### src/rtl/hls_deadlock_param_monitor.sv
// Dataflow deadlock monitor: derives a raw "all stopped, one on a stream" condition,
// debounces it into a sticky deadlock flag with irq pulse and stuck-stream snapshot.
module hls_deadlock_param_monitor #(
  parameter int unsigned NUM_PROC = 3,
  parameter int unsigned NUM_AXIS = 12,
  parameter int unsigned THRESH_W = 16,
  parameter int unsigned CNT_W    = 32
) (
  input  logic                         clock,
  input  logic                         reset,
  input  logic [NUM_AXIS-1:0]          axis_block_sigs,
  input  logic [NUM_PROC-1:0]          inst_idle_sigs,
  input  logic [NUM_PROC-1:0]          inst_block_sigs,
  input  logic [NUM_PROC-1:0]          child_block,
  input  logic [NUM_PROC*NUM_AXIS-1:0] axis_map,
  input  logic [THRESH_W-1:0]          threshold,
  input  logic                         enable,
  input  logic                         clear,
  output logic                         block,
  output logic                         deadlock,
  output logic                         irq,
  output logic [CNT_W-1:0]             stall_cnt,
  output logic [CNT_W-1:0]             suspect_cnt,
  output logic [NUM_AXIS-1:0]          snap_axis,
  output logic [NUM_PROC-1:0]          snap_proc
);

  localparam int unsigned CMP_W = ((CNT_W > THRESH_W) ? CNT_W : THRESH_W) + 1;

  typedef enum logic [1:0] {
    ST_RUN,
    ST_SUSPECT,
    ST_LOCKED
  } state_t;

  state_t state;

  logic [NUM_PROC-1:0] axis_blk;
  logic [NUM_PROC-1:0] stop;
  logic [NUM_AXIS-1:0] snap_or;
  logic                cond;

  // Per-process stream block, stop, and union of streams owned by stream-blocked processes
  always_comb begin
    axis_blk = '0;
    stop     = '0;
    snap_or  = '0;
    for (int p = 0; p < int'(NUM_PROC); p++) begin
      axis_blk[p] = child_block[p] & (|(axis_block_sigs & axis_map[p*NUM_AXIS +: NUM_AXIS]));
      stop[p]     = inst_idle_sigs[p] | inst_block_sigs[p] | axis_blk[p];
      snap_or     = snap_or | (axis_map[p*NUM_AXIS +: NUM_AXIS] & {NUM_AXIS{axis_blk[p]}});
    end
    cond = (|axis_blk) & (&stop);
  end

  logic [THRESH_W-1:0] teff;
  logic                teff_is_one;
  logic                reach_thresh;
  logic [CNT_W-1:0]    stall_inc;
  logic [CNT_W-1:0]    suspect_inc;

  // Threshold of zero behaves as one; counters saturate instead of wrapping
  always_comb begin
    teff         = (threshold == '0) ? THRESH_W'(1) : threshold;
    teff_is_one  = (teff == THRESH_W'(1));
    reach_thresh = (CMP_W'(stall_cnt) + CMP_W'(1)) >= CMP_W'(teff);
    stall_inc    = (stall_cnt == '1) ? stall_cnt : stall_cnt + CNT_W'(1);
    suspect_inc  = (suspect_cnt == '1) ? suspect_cnt : suspect_cnt + CNT_W'(1);
  end

  // Raw condition register, unaffected by enable and clear
  always_ff @(posedge clock) begin
    if (reset) begin
      block <= 1'b0;
    end else begin
      block <= cond;
    end
  end

  always_ff @(posedge clock) begin
    if (reset) begin
      state       <= ST_RUN;
      deadlock    <= 1'b0;
      irq         <= 1'b0;
      stall_cnt   <= '0;
      suspect_cnt <= '0;
      snap_axis   <= '0;
      snap_proc   <= '0;
    end else if (clear) begin
      state       <= ST_RUN;
      deadlock    <= 1'b0;
      irq         <= 1'b0;
      stall_cnt   <= '0;
      suspect_cnt <= '0;
      snap_axis   <= '0;
      snap_proc   <= '0;
    end else begin
      irq <= 1'b0;
      case (state)
        ST_RUN: begin
          stall_cnt <= '0;
          if (enable && cond) begin
            stall_cnt   <= CNT_W'(1);
            suspect_cnt <= suspect_inc;
            if (teff_is_one) begin
              state     <= ST_LOCKED;
              deadlock  <= 1'b1;
              irq       <= 1'b1;
              snap_axis <= axis_block_sigs & snap_or;
              snap_proc <= axis_blk;
            end else begin
              state <= ST_SUSPECT;
            end
          end
        end
        ST_SUSPECT: begin
          if (!enable || !cond) begin
            state     <= ST_RUN;
            stall_cnt <= '0;
          end else begin
            stall_cnt <= stall_inc;
            if (reach_thresh) begin
              state     <= ST_LOCKED;
              deadlock  <= 1'b1;
              irq       <= 1'b1;
              snap_axis <= axis_block_sigs & snap_or;
              snap_proc <= axis_blk;
            end
          end
        end
        ST_LOCKED: begin
          deadlock <= 1'b1;
          if (cond) begin
            stall_cnt <= stall_inc;
          end
        end
        default: begin
          state <= ST_RUN;
        end
      endcase
    end
  end

endmodule

### config.mk
export PLATFORM = sky130hd
export DESIGN_NAME = hls_deadlock_param_monitor
export DESIGN_NICKNAME = d
export VERILOG_FILES = /design/src/rtl/hls_deadlock_param_monitor.sv
export SDC_FILE = /design/constraint.sdc
export NUM_CORES = 1
export LEC_CHECK = 0
export ABC_AREA = 1
export BUFFER_PORTS_ARGS = -buffer_cell sky130_fd_sc_hd__buf_2
export CAP_MARGIN = 20
export CORE_MARGIN = 1.5
export CORE_UTILIZATION = 35
export DETAILED_ROUTE_END_ITERATION = 12
export SLEW_MARGIN = 5
export SYNTH_ARGS = -nofsm -noshare
export SYNTH_HDL_FRONTEND = slang
export SYNTH_SLANG_ARGS = --single-unit
### constraint.sdc
create_clock -name clock -period 8.3 [get_ports clock]
set_clock_uncertainty 0.05 [all_clocks]
set_input_delay 0 -clock clock [delete_from_list [all_inputs] [get_ports clock]]
set_output_delay 0 -clock clock [all_outputs]
set_load 0.02 [all_outputs]
# Word-level counts from Yosys, hierarchy flattened
# Cells that the tools add are included.
# classes
n_mux,31
n_reduce_logical,19
n_lt_le_gt_ge,1
bitwise,21
eq_ne,11
add_sub_neg,3
# op_table
cell,count
$mux 32,3
$pmux 32 s3,1
$and 12x12->12,7
$add 32x1->32 const B,2
$eq 32x32->1 const B,2
$mux 12,4
$reduce_or 12->1,3
$add 32x1->33 const B,1
$ge 33x16->1,1
$or 12x12->12,2
$pmux 12 s2,1
$eq 16x1->1 const B,1
$logic_not 16->1,1
$mux 16,1
$mux 3,4
$ne 2x2->1 const B,5
$reduce_and 5->1,2
$mux 1,9
$reduce_and 3->1,3
$mux 2,4
$or 1x1->1,6
$pmux 2 s3,1
$pmux 3 s2,1
$and 1x1->1,4
other kinds (15),17
# word_totals
word_cells,94
output_inout_bits,82
register_bits,84

# Logic depth before layout (Yosys ltp)
# Gate-level depths: netlist of the first run.
# depth
word_depth,10
ltp_mapped,22
depth_no_buf,21

# Least setup slack after synthesis of the first run
# OpenSTA, ideal clock, no wires.
# synth_path
kind,register -> register
from,register stall_cnt[0]
to,register snap_proc[0]
path_stages_with_launch,22
synth_period_minus_slack_ns,3.009
arrival_time_ns,2.847
slack_ns,5.291
setup_ns,0.113
n_path_buf,1
cell_sequence,dfxtp_1 -> ha_1 -> nand3_2 -> inv_1 -> nand2_2 -> nor2_1 -> xnor2_1 -> inv_1 -> ha_1 -> a21oi_1 -> nor2_1 -> a211oi_1 -> nand2_1 -> nand2_1 -> nand3_2 -> nor2_4 -> nand2_4 -> nand3_4 -> buf_8 -> nand2_2 -> nand2_1 -> nor2_2
# synth_via
elab_chain_cells,4
# synth_lines
item,line_no,text
"start, declared",22,"output logic [CNT_W-1:0] stall_cnt,"
"start signal, assigned",121,stall_cnt <= stall_inc;
"start signal, assigned",134,stall_cnt <= stall_inc;
$add 32x1->33,66,reach_thresh = (CMP_W'(stall_cnt) + CMP_W'(1)) >= CMP_W'(teff);
$ge 33x16->1,66,
$ne 2x2->1 (no source line),n/a,
$reduce_and 5->1 (no source line),n/a,
"end signal, assigned",110,snap_proc <= axis_blk;
"end signal, assigned",127,snap_proc <= axis_blk;
"end, declared",25,output logic [NUM_PROC-1:0] snap_proc
# Every way passes these cells.
# A chain may end at the register's enable or synchronous reset.

# Worst setup path in the final report of the first run
# layout_path
from,register stall_cnt[0]
to,register snap_proc[2]
# Same word-level chain as after synthesis.

==> summary by stage, run 1 <==
Status
The run finished with clean final reports.

Clocking
The number of buffers inserted to repair setup after CTS is 0. The clock insertion delay at the later pin of the skew report is between 0.3 and 0.4 ns. TritonCTS built the clock tree.

The number of CTS-inserted buffers is 9. Counting along the longest clock path gives a buffer depth of 2. The H-tree was split into 3 levels.

Clock-pin slew was measured on the worst setup and hold paths at 0.07 ns. The number of sinks handled by clock tree synthesis is between 80 and 90. In this run the clock root is driven by a clkbuf_16.

Finish
The footprint of the multi-input gates is 3769 um2. The share of layout cells above drive strength 1 is 0.1977. The final cell count without fillers is around 1400.

The final-layout fill cell count is around 1800. The final layout contains 1238 nets. The number of antenna diodes in the final layout is 0. The library cells used most frequently in the layout, excluding fill and tap cells, are nand2_1 (281), buf_2 (158), nor2_1 (136), inv_1 (120), dfxtp_1 (84). The library cell used most frequently in the layout, excluding fill and tap cells, is nand2_1. The utilization after layout is 0.4380. Across the whole layout, storage elements account for between 1500 and 2000 um2. The layout-stage area growth over the synthesis result is 20.97%.

Floorplanning
The overall die area is 18140 um2. The die height is around 130 um. The width of the die is ~130 um. The floorplan core area is ~17000 um2. During I/O placement, the number of pins put on the boundary was 159.

The initial utilization of the core area, before any placement, comes to 0.3621. The number of placement rows is 47.

Worst setup path
The slowest stage of the critical path belongs to the cell dfxtp_1. The kind of capture point of the worst setup path is a flop. The sort of element at the start of the critical path is a flop. At the worst endpoint, the required time is ~8.5 ns. The type of the worst setup path is flop to flop. Traced cell by cell, the critical path runs through ha_1 > nand3_2 > inv_1 > nand2_2 > nor2_1 > xnor2_1 > inv_1 > ha_1 > a21oi_1 > nor2_1 > a211oi_1 > nand2_1 > nand2_1 > nand3_2 > nor2_4 > nand2_4 > nand3_4 > nand2_1 > inv_1 > nor2_1. The family with the most delay on the worst path is simple AND/OR/NAND/NOR gates. The number of cell instances on the worst register-to-register path is 20. Data arrives at the worst endpoint at ~3.6 ns.

The depth of the critical timing path with buffers and inverters included is 20. Of all nets on the critical path, the largest fanout is 17. The delay contributed by the slowest stage of the critical path is around 0.45 ns.

The number of buffers and inverters on the critical path is 3.

Timing
Once routing completed, OpenROAD measured the worst setup slack at a little under 5 ns. The worst hold slack after final layout is around 0.018 ns. The final number of setup-violating endpoints is 0. The portion of the clock cycle consumed by the worst path in the final layout is 0.4096. The number of slew-limit violations in the final report is 0.

The worst pin sits at a relative slew slack of 0.3292. The count of final hold-check violations is 0. For the pin with the worst max-slew slack, the measured transition is just over 1 ns. Setup repair after global routing left no endpoint under its margin.

The maximum operating frequency is about 290 MHz. Subtracting the final worst setup slack from the clock period gives between 3 and 4 ns. The setup TNS is 0 ns.

Synth
The share of the synthesized area in compound gates (AO/OA/AOI/OAI) is 0.09938. After synthesis, the share of cell area in mux cells is 0. The basic-gate share of the synthesized area counting and, or, nand and nor cells is 0.4369. Of the total synthesized cell area, the portion taken by full adders, half adders and majority gates is 0.04536. The synthesized design contains 84 register bits. By area, the combinational part of the netlist is dominated by simple AND/OR/NAND/NOR gates.

For this run, the number of Yosys warnings is 0. The per-instance average area after synthesis is a little over 6 um2. The post-synth net total is 1087. Counting every instance in the synthesized netlist gives a little under 1000. The number of distinct standard cells referenced by the synthesized netlist is 40. The cell area after technology mapping is just over 6000 um2. Of the total synthesized cell area, the portion taken by XOR and XNOR cells is 0.03897.

Of the synthesized area, sequential elements account for 0.2771.

Power and ir drop
For this design the static power due to leakage is 3.385 nW. VDD sags by at most about 0.094 mV. The total power density per cell area is roughly 130 nW/um2.

Routing
The remaining number of nets flagged by the antenna check after routing is 0. The post-detailed-route DRC marker count is 0. The detailed router's first-iteration violation count is 488. The total wire length after detailed routing is between 15 and 20 mm.

The number of vias per cell after detailed routing is 5.016. The total number of vias is between 6000 and 7000. In the final routed layout, each cell accounts on average for between 10 and 15 um.

The first-pass detailed-route iteration total is 5.

Global route
The via count of the first global-routing pass was around 6300. The first global-routing pass estimated between 30 and 40 mm of wire. Entering global routing, the biggest net connects 36 pins. In the global route stage, overall resource usage came out at 0.2159.

The number of antenna violations at the first check in global routing is 0. The remaining global-route overflow is 0.

Place
The congestion estimate from routability-driven global placement came to 0.8934. The HPWL after detailed placement is about 15 mm. The count of buffers from port buffering is between 150 and 200. Including well taps, the total number of placed cells is approximately 1300. At the placement stage, the worst setup path has a slack of between 4 and 5 ns.

Job
The max-cap violation count is 0.

Hold path
Along the worst hold path, the cell count comes to 5. The tightest min-delay check is of the primary input to flop type.
==> metal layers <==
layer	track usage	up-vias	share of wire
li1	-	3501	-
met3	0.04092	18	0.069
met2	0.3407	244	0.45
met1	0.2995	3074	0.47
met4	0.06332	0	0.012
met5	0	-	0
==> report_power, final <==
part,switching [mW],internal (mW),total [mW]
sequential,0.00334,0.407,0.411
clock,0.171,0.240,0.411
combinational,0.0926,0.0470,0.140
total,0.267,0.695,0.961
==> logic make-up (layout without fill, tap and decap cells) <==
kind of cell | Yosys count | after routing
AO/OA/AOI/OAI | 110 | 110
XOR/XNOR | 27 | 27
adder cells (fa/ha/maj) | 22 | 22
buffers and inverters | 153 | 308
flip-flops | 84 | 84
AND/OR/NAND/NOR | 592 | 592
==> worst register-to-register path: cells and delay by family (launching register included) <==
family                     cells  cell delay, ns
AOI/OAI and AO/OA              2            0.35
adders and majority gates      2            0.57
DFF                            1            0.45
buffers and inverters          3            0.29
and+or+nand+nor               12            1.41
xor gates and xnor gates       1            0.17
==> state kept, by name, indices dropped and copies added, names as in the netlist <==
signal,count
snap_axis,12
irq,1
deadlock,1
state,2
snap_proc,3
block,1
stall_cnt,32
suspect_cnt,32
==> repair_timing <==
item	4_1_cts	5_1_grt
hold buffers	3	0
hold endpoints to repair	3	0
resized for setup	0	0
==> path summary, 6_finish.rpt <==
kind,start,endpoint,slack (ns)
hold / removal,axis_map[6],snap_axis[6]$_SDFFE_PP0P_,0.02
hold reg to reg,deadlock$_SDFFE_PP0P_,deadlock$_SDFFE_PP0P_,0.40
setup / recovery,stall_cnt[0]$_SDFFE_PP0P_,snap_proc[2]$_SDFFE_PP0P_,4.90
setup reg to reg,stall_cnt[0]$_SDFFE_PP0P_,snap_proc[2]$_SDFFE_PP0P_,4.90
==> cell type report <==
cell class | count | area share
clock inverters | 4 | 0.006647
clock buffers | 11 | 0.03307
multi-input cells | 751 | 0.5134
well taps | 220 | 0.03750
inverters | 130 | 0.06647
flip-flops and latches | 84 | 0.2291
repair buffers | 163 | 0.1139
==> Yosys cell counts, drive strengths merged <==
cell,instances,share of area
a31oi,14,0.014
nor3b,3,0.0037
nand4,38,0.040
nor2,159,0.11
xnor2,8,0.012
clkbuf,9,0.0056
o21ai,42,0.035
a21oi,37,0.031
inv,127,0.079
nor4,10,0.010
o22ai,12,0.012
a211oi,2,0.0025
o21bai,3,0.0037
nor3,35,0.029
nand3b,3,0.0037
nand3,42,0.039
buf,14,0.016
ha,22,0.045
xor2,19,0.027
or2,2,0.0021
and3,4,0.0041
dfxtp,84,0.28
nand2,296,0.19
clkinv,3,0.0019
==> stage by stage <==
stage	instance area [um2]	total power [mW]
2_1_floorplan	6068	0.5107
3_3_place_gp	7019	0.5576
3_5_place_dp	7019	0.5582
4_1_cts	7341	0.9734
5_1_grt	7341	1.006
6_report	7341	0.9614
Power figures use the tool's default switching activity.
==> inputs of run 2 (changes only) <==
--- a/config.mk
+++ b/config.mk
@@ -5,7 +5,7 @@
 export SDC_FILE = /design/constraint.sdc
 export NUM_CORES = 1
 export LEC_CHECK = 0
-export ABC_AREA = 1
+export ABC_AREA = 0
 export BUFFER_PORTS_ARGS = -buffer_cell sky130_fd_sc_hd__buf_2
 export CAP_MARGIN = 20
 export CORE_MARGIN = 1.5
==> constraint.sdc (replaced) <==
create_clock -name clock -period 3.4 [get_ports clock]
set_clock_uncertainty 0.05 [all_clocks]
set_input_delay 0 -clock clock [delete_from_list [all_inputs] [get_ports clock]]
set_output_delay 0 -clock clock [all_outputs]
set_load 0.02 [all_outputs]
==> summary by stage, run 2 <==
Power and ir drop
Dividing total power by cell area gives a power density of ~310 nW/um2. The worst IR drop on VDD is ~0.23 mV. The analysis attributes to cell leakage a power of 2.977 nW.

Floorplanning
The floorplan step defined a die boundary enclosing 16300 um2. 159 I/O pins were placed. The starting utilization of the core area is 0.3579. The width of the die is 127.7 um. The number of placement rows is between 40 and 50.

The floorplan core area is about 15000 um2. The die is roughly 130 um tall.

Synth
The cell area after technology mapping is roughly 5400 um2. In this run, distinct cell masters in the synthesized netlist total 65. Of the synthesized area, sequential elements account for 0.3090. Counting flops and latches in the post-synthesis netlist gives 84. The most used flip-flop cell after synthesis is dfxtp_1. The commonest cells after synthesis are dfxtp_1 (84), nand2_1 (69), a21oi_1 (55). The total of warnings raised by yosys is 0. Synthesis produced 697 cells. The share of synthesized flip-flops with an asynchronous set or reset is 0.

Among all cell types in the netlist, the one instantiated most often is dfxtp_1. The per-instance average area after synthesis is slightly below 8 um2. The number of nets in the synthesized netlist is just under 800. Ranked by total cell area, the synthesized netlist is headed by dfxtp_1 (31%), xnor2_1 (6.3%), a21oi_1 (5.1%). Of the post-synthesis cell area, the dominant cell type holds 0.3090. The synthesized design contains 0 enable-type register cells. Summed over all instances, the cell type with the most area after synthesis is dfxtp_1.

Timing
The portion of the clock cycle consumed by the worst path in the final layout is 0.9852. The worst-margin pin slew is between 0.7 and 0.8 ns. The number of slew-limit violations in the final report came to 0. In this run the tightest slew margin relative to its limit is 0.4689. Setup violations remaining at the end of the flow were counted as 0. Across all setup checks in the final design, the least slack found is approximately 0.05 ns. The count of final hold-check violations is 0. Static timing analysis puts the maximum clock frequency at approximately 300 MHz. Setup repair after global routing could not meet its margin everywhere.

The post-layout minimum cycle time is ~3.3 ns. The worst hold slack after final layout is 0.08807 ns.

Finish
Across the whole layout, storage elements account for about 1700 um2. In the final layout, the share of cells above drive strength 1 is 0.2999. The antenna cell count is 0. Excluding fillers, the count of instances in the completed layout stands at around 1100. The utilization after layout is 0.4844.

The layout-stage area growth over the synthesis result is 35.32%. The number of nets in the layout is about 1000. The largest registers in the layout are stall_cnt: 32 flops, suspect_cnt: 32 flops, snap_axis: 12 flops.

The top cell types in the final layout, fill and taps aside, are buf_2 (158), dfxtp_1 (73), nand2_1 (69), a21oi_1 (53). The multi-input combinational cells in the finished layout cover a total of between 3000 and 4000 um2. Once layout is done, the placed cells without fillers occupy between 7000 and 8000 um2.

The most common library cell in the layout ignoring fill and taps is buf_2. The final-layout fill cell count is roughly 1500.

Routing
For this run, design rule violations remaining after detail routing come to 0. The total number of vias is a little over 6000. Using the TritonRoute via totals, the vias-per-cell ratio works out to approximately 5.6.

In this run the remaining antenna-violating nets after routing total 0. After detailed routing, the total wire length is 17.95 mm. The routed wire length per instance is around 16 um.

The first detailed-routing pass took 5 iterations. The first routing iteration left between 400 and 500 violations.

Clocking
The number of clock buffers added by TritonCTS is 9. The tree is rooted in a clkbuf_16. Clock-pin slew was measured on the worst setup and hold paths at about 0.07 ns. The maximum level of the CTS H-tree is 3. The clock passes through at most 2 buffers. TritonCTS built the clock tree. Clock latency on the worst-skew pair, taken at its later pin, is approximately 0.35 ns.

The number of sinks handled by clock tree synthesis is 84.

Global route
The maximum number of pins on one net before global-route repair is 52. The first global-routing pass estimated between 20 and 30 mm of wire. The via count of the first global-routing pass came to roughly 5700. Summed over all layers, the global routing overflow is 0. The number of antenna violations at the first check in global routing was 0. The overall global routing resource usage is 0.2132.

Place
The total placed cells including tap cells is 1040. The HPWL after detailed placement is 12.77 mm. The global placer's final weighted congestion is 0.9178.

Summing all placed instances gives a cell area of approximately 6600 um2. Buffers placed on the I/O ports in this run total 158. Timing analysis after detailed placement gives a worst setup slack of ~0.038 ns.

Worst setup path
The type of the worst setup path is flop to flop. Of all nets on the critical path, the largest fanout is 8. The setup slack of the worst register-to-register path is slightly above 0.05 ns. STA classifies the critical path startpoint as a flop. For the worst setup path, the data arrival time is around 3.5 ns. The kind of capture point of the worst setup path is a flop. Data on the critical path is required at its endpoint by approximately 3.6 ns.

Status
The run finished with clean final reports.

Hold path
The path category of the worst min-delay check is primary input to flop.

Job
The max-cap violation count is 0.
[run 2: critical path, stage by stage (launching register included)]
cell     delay, ns
dfxtp_2       0.39
nand4_1       0.26
or4_4         0.52
xnor2_2       0.16
ha_1          0.31
a21o_1        0.19
a21oi_1       0.11
and3_1        0.17
nand4_1       0.09
buf_6         0.16
or4_4         0.60
nand4_1       0.12
a21oi_1       0.07
[run 2: logic make-up after synthesis]
family	Yosys count	share of synthesized area
fa+ha+maj	22	0.05059
compound gates	180	0.2104
buf+inv	61	0.04737
xor+xnor	49	0.07887
simple gates	296	0.2946
mux	5	0.009198
flops	84	0.3090
[run 2: routing by layer]
metal / wire length (um) / GRT usage
met5: 0 / 0
met2: 8440 / 0.3393
met3: 855 / 0.03255
met4: 412 / 0.09121
met1: 8239 / 0.2880
[run 2: power breakdown]
part	internal, mW	total, mW	switching (mW)
clock	0.576	1.02	0.447
combinational	0.121	0.278	0.157
sequential	0.984	0.989	0.00519
[run 2: cell type report]
cell class	instances	share of cell area
multi-input cells	553	0.4921
flip-flops and latches	84	0.2323
repair buffers	231	0.1910
well taps	188	0.03195
clock buffers	9	0.03059
inverters	24	0.01223
clock inverters	6	0.009856
[run 2: path summary, 6_finish.rpt]
check                            start                          to  cells after the start
max          stall_cnt[6]$_SDFFE_PP0P_  snap_axis[11]$_SDFFE_PP0P_                     12
min                       axis_map[24]   snap_axis[0]$_SDFFE_PP0P_                      5
max reg2reg  stall_cnt[6]$_SDFFE_PP0P_  snap_axis[11]$_SDFFE_PP0P_                     12
min reg2reg  snap_proc[2]$_SDFFE_PP0P_   snap_proc[2]$_SDFFE_PP0P_                      2
[run 2: metrics by stage]
| stage | setup TNS [ns] | total power, mW |
|---|---|---|
| final | 0 | 2.290 |
| after global routing | -0.4264 | 2.374 |
| after CTS | 0 | 2.298 |
| after detailed placement | 0 | 1.258 |
| after global placement | 0 | 1.260 |
| after floorplan | 0 | 1.150 |
[run 2: repair_timing]
action | CTS | global route
endpoints found under the setup margin | 0 | 19
resized for setup | 0 | 21
hold buffers | 24 | 0
hold endpoints to repair | 14 | 0
setup buffers | 0 | 15
